**config.mk**
```make
export PLATFORM = sky130hd
export DESIGN_NAME = grf
export DESIGN_NICKNAME = d
export VERILOG_FILES = /design/src/rtl/grf.sv
export SDC_FILE = /design/constraint.sdc
export NUM_CORES = 2
export LEC_CHECK = 0
export CORE_UTILIZATION = 40
export DETAILED_ROUTE_END_ITERATION = 7
export SLEW_MARGIN = 20
export SYNTH_ARGS = -nofsm -noshare
export SYNTH_HDL_FRONTEND = slang
export SYNTH_SLANG_ARGS = --single-unit
```
**constraint.sdc**
```tcl
create_clock -name clk -period 5.2 [get_ports clk]
set_input_delay 1.04 -clock clk [delete_from_list [all_inputs] [get_ports clk]]
set_output_delay 1.04 -clock clk [all_outputs]
set_load 0.03 [all_outputs]
```
**src/rtl/grf.sv**
```systemverilog
// 32 x 32-bit MIPS general register file: two combinational read ports, one synchronous write port.
// Optional same-cycle write-through forwarding is enabled by defining GRF_BYPASS_EN.
module grf (
    input  logic        clk,
    input  logic        reset,
    input  logic        RegWrite,
    input  logic [4:0]  RA1,
    input  logic [4:0]  RA2,
    input  logic [4:0]  WA,
    input  logic [31:0] WD,
    output logic [31:0] RD1,
    output logic [31:0] RD2,
    input  logic [31:0] WPC
);

    logic [31:0] regs [32];
    logic        wr_en;

    // Entry 0 is cleared by reset and never written, so it stays 0.
    assign wr_en = reset && RegWrite && (WA != 5'd0);

    always_ff @(posedge clk or negedge reset) begin
        if (!reset) begin
            for (int i = 0; i < 32; i++) begin
                regs[i] <= 32'd0;
            end
        end else if (wr_en) begin
            regs[WA] <= WD;
        end
    end

`ifdef GRF_BYPASS_EN
    always_comb begin
        RD1 = 32'd0;
        RD2 = 32'd0;
        if (reset) begin
            if (RA1 != 5'd0) RD1 = (wr_en && (RA1 == WA)) ? WD : regs[RA1];
            if (RA2 != 5'd0) RD2 = (wr_en && (RA2 == WA)) ? WD : regs[RA2];
        end
    end
`else
    always_comb begin
        RD1 = 32'd0;
        RD2 = 32'd0;
        if (reset) begin
            if (RA1 != 5'd0) RD1 = regs[RA1];
            if (RA2 != 5'd0) RD2 = regs[RA2];
        end
    end
`endif

`ifndef SYNTHESIS
    // Write trace for comparison against the reference MIPS simulator log.
    always @(posedge clk) begin
        if (wr_en) begin
            $display("@%h: $%0d <= %h", WPC, WA, WD);
        end
    end
`endif

endmodule

```
==> metrics list <==
- Hold Path Class: in -> async
* Worst skew pair latency: 0.70 ns
* Detailed Routing Iterations Pass 1: 7
- Synthesis produced a netlist with a net count of 4,048.
* Net count of the finished layout: 4,013
* Final period demand of the worst path: 4.86 ns
- TritonCTS built the clock tree.
- Launch instance of the worst register-to-register path: regs[586]
- The die is 366 µm wide.
- The placed instances occupy a cell area of 57,300 µm².
- The share of the Yosys chip area taken by registers is 0.468.
- Final std cell area, no fill: 60,900 µm²
- CP max stage delay: 0.94 ns
- Distinct cell type count of the synthesized netlist: 37
- In this run the remaining antenna-violating nets after routing total 0.
- Iter 0 DRT Violations: 3,015
- CP Buf/Inv Count: 3
- CTS H-Tree Depth: 3
* Length of routed wiring on met1: 73,400 µm
- After detailed routing, the number of remaining DRC violations is 0.
* Number of antenna violations at the first check in global routing: 7
- In this run, post-CTS repair resized a total of 0 instances.
- Input and output buffers added on the ports amount to 113.
- Fraction of final layout cells with drive strength greater than 1: 0.400
- Io pins: 146
- Synth Area in XOR/XNOR: 0
- The worst setup path is captured at an output port.
- The worst-case IR drop observed on VDD is 0.254 mV.
- The run finished with clean final reports.
* Initial core utilization: 0.403
- Maximum number of pins on one net before global-route repair: 160
- For this block, the routed nets add up to 172,000 µm of wire.
- Among cell families on the critical path, the largest total delay comes from buffers and inverters.
- Summed over all cells, the static leakage comes to around 27 nW.
- Largest registers ranked by flip-flop count: regs x992
* Via count: 35.7k
- After technology mapping, the gate count stands at slightly below 4k.
- Number of synthesis warnings: 0
- Signal routing reaches up to met5.
- Max-cap violations in this run came to 0.
- The die covers 134,000 µm².
- Num rows: 133
* Post-synthesis compound-gate area fraction: 0.0665
- In this run the power density over the cells is 345 nW/µm².
- Counting flops and latches in the post-synthesis netlist gives 992.
- The first global-routing pass estimated 253,000 µm of wire.
- Worst Path Max Fanout: 21
- Crit-path slowest cell: sky130_fd_sc_hd__clkdlybuf4s50_1
- The number of endpoints with negative hold slack in the final report was 0.
- Cts hold-fix bufs: 0
* Overflow left after global routing: 0
* Type of the setup path with the least slack: in -> out
* Main combinational cell family by area after synthesis: multiplexers
- Fmax achieved: 206 MHz
- The portion of synthesized area spent on multiplexers is 0.405.
- Total Routing Usage GR: 0.254
* Via density per instance: 6.20
- A synthesized cell averages about 13 µm².
- The root buffer cell chosen for the clock tree is sky130_fd_sc_hd__clkbuf_16.
* Clk slew on worst S/H paths: 0.06 ns
- The clock net in this run drives a total of 992 sinks.
- Fraction of the mapped netlist area in adder cells: 0
- Area fraction in and, or, nand and nor cells after synthesis: 0.0259
- After legalization and detailed placement, the total HPWL measured 105,000 µm.
* List of cells traversed by the critical path: clkdlybuf4s50_1 -> nor2b_4 -> buf_4 -> a22oi_1 -> a22oi_1 -> nand4_1 -> buf_12
* Ratio of final minimum period to clock period: 0.935
- Area growth from synthesis to layout: 14.8%
- The core region is 131,000 µm².
* Req. time, crit path: 4.16 ns
- Drt wl/cell: between 20 and 30 µm
* Register with the highest flop count: regs
* TNS Setup: 0 ns
- Worst setup path start: RA1[3]
- Element type at the critical path start: input port
- The longest clock path from root to sink contains 3 buffers.
- Final setup violation count: 0
- Summed over all nets, wire length on met3 after detailed routing comes to 10,500 µm.
* Placed Cells: 5,577
- In the detailed route, the total length drawn on met2 is 81,000 µm.
- Filler cell count: 11.7k
* Post-CTS Repair Setup Buffers: 0
- The synthesized netlist occupies a cell area of 53,000 µm².
- Final weighted congestion in routability-driven placement: 0.826
- Number of flip-flops in the largest register: 992
- At the worst endpoint, the arrival time is 3.82 ns.
- Vias in the first global route: roughly 36k
* Number of buffers added by the clock tree synthesis step: ~110
- Worst setup skew after layout: 0 ns
* Slew Limit Headroom: 0.237
- Actual transition at the worst max-transition pin: 1.14 ns
- The count of cells in the finished layout, fillers not included, comes to 5,769.
* Setup repair after global routing missed its margin: false
- In this run the vertical extent of the chip is ~370 µm.
- Cell with the most instances on the worst path: sky130_fd_sc_hd__a22oi_1
- Final Slew Violations: 0
[report_power, final]
| group | internal (mW) | leakage [nW] | total, mW | switching [mW] |
|---|---|---|---|---|
| registers | 8.75 | 13.2 | 9.50 | 0.746 |
| logic | 1.89 | 12.5 | 3.50 | 1.60 |
| clock network | 4.76 | 1.81 | 8.02 | 3.25 |
[cells by family (layout without fill, tap and decap cells)]
group	Yosys count	in the layout
compound gates	512	512
buf+inv	429	474
flops	992	992
mux	1760	1760
other cells	0	3
simple gates	273	273
[area by class of cell]
type                    instances  area, µm²  area share
flip-flops and latches        992      24800       0.408
clock buffers                 155       3180      0.0523
multi-input cells            2545      26700       0.438
inverters                       2       7.51    0.000123
well taps                    1755       2200      0.0361
repair buffers                283       3510      0.0577
clock inverters                34        492     0.00808
diodes                          3       7.51    0.000123
[cell usage after synthesis (all sizes together)]
cell type | instances | share of area
nand3b | 8 | 0.0011
buf | 161 | 0.015
or3 | 8 | 0.00094
nor4 | 1 | 0.00012
nand2b | 5 | 0.00059
and2 | 4 | 0.00047
dfrtp | 992 | 0.47
nor2 | 20 | 0.0016
mux2 | 992 | 0.21
a22oi | 192 | 0.027
nor4bb | 1 | 0.00019
clkbuf | 266 | 0.019
mux2i | 576 | 0.11
and4b | 1 | 0.00019
nand4 | 65 | 0.0077
o21ai | 64 | 0.0060
or2 | 4 | 0.00047
a221oi | 64 | 0.011
nand3 | 2 | 0.00019
or3b | 6 | 0.00099
nor2b | 6 | 0.00071
o22ai | 192 | 0.023
nand2 | 132 | 0.0093
mux4 | 192 | 0.082
inv | 2 | 0.00014
nor3 | 9 | 0.0012
and3 | 1 | 0.00012
[placed cells by master, fill, tap and decap left out, types with 11 or more instances in the layout]
master | netlist | layout
sky130_fd_sc_hd__buf_12 | 0 | 107
sky130_fd_sc_hd__buf_4 | 1 | 127
sky130_fd_sc_hd__o21ai_0 | 64 | 64
sky130_fd_sc_hd__mux2i_1 | 576 | 576
sky130_fd_sc_hd__bufinv_16 | 0 | 11
sky130_fd_sc_hd__clkbuf_8 | 0 | 26
sky130_fd_sc_hd__mux2_2 | 864 | 864
sky130_fd_sc_hd__clkdlybuf4s50_1 | 0 | 24
sky130_fd_sc_hd__clkbuf_1 | 266 | 19
sky130_fd_sc_hd__a22oi_1 | 192 | 192
sky130_fd_sc_hd__nor2_4 | 0 | 20
sky130_fd_sc_hd__mux2_4 | 60 | 60
sky130_fd_sc_hd__buf_2 | 116 | 20
sky130_fd_sc_hd__dfrtp_1 | 992 | 992
sky130_fd_sc_hd__mux4_2 | 192 | 192
sky130_fd_sc_hd__mux2_1 | 68 | 68
sky130_fd_sc_hd__a221oi_1 | 64 | 64
sky130_fd_sc_hd__nand4_1 | 65 | 65
sky130_fd_sc_hd__clkbuf_16 | 0 | 110
sky130_fd_sc_hd__o22ai_1 | 192 | 192
sky130_fd_sc_hd__nand2_1 | 132 | 132
sky130_fd_sc_hd__clkinv_2 | 0 | 16
[stage by stage]
step	utilization	hold slack [ns]	setup WS (ns)	total power [mW]
2_1_floorplan	-	0.470	1.50	11.8
3_3_place_gp	0.436	0.486	0.355	13.0
3_5_place_dp	0.436	0.497	0.373	13.1
4_1_cts	0.464	0.140	0.355	21.1
5_1_grt	0.463	0.166	0.285	21.8
6_report	0.463	0.173	0.337	21.0
[path summary, 6_finish.rpt]
check / end / slack [ns] / cells after the start
worst max-delay path: RD1[15] / 0.34 / 7
worst min-delay path: regs[367] / 0.17 / 1
worst max register to register: regs[586] / 4.38 / 1
worst min register to register: regs[587] / 0.50 / 1
max in group asynchronous: regs[218] / 2.29 / 4
min in group clk: regs[587] / 0.50 / 1
[routing by layer]
layer,vias up,track usage
li1,15100,-
met1,19100,0.342
met2,1173,0.402
met3,336,0.0467
met4,6,0.107
met5,-,0
No activity file was read; power rests on OpenSTA's default activity.
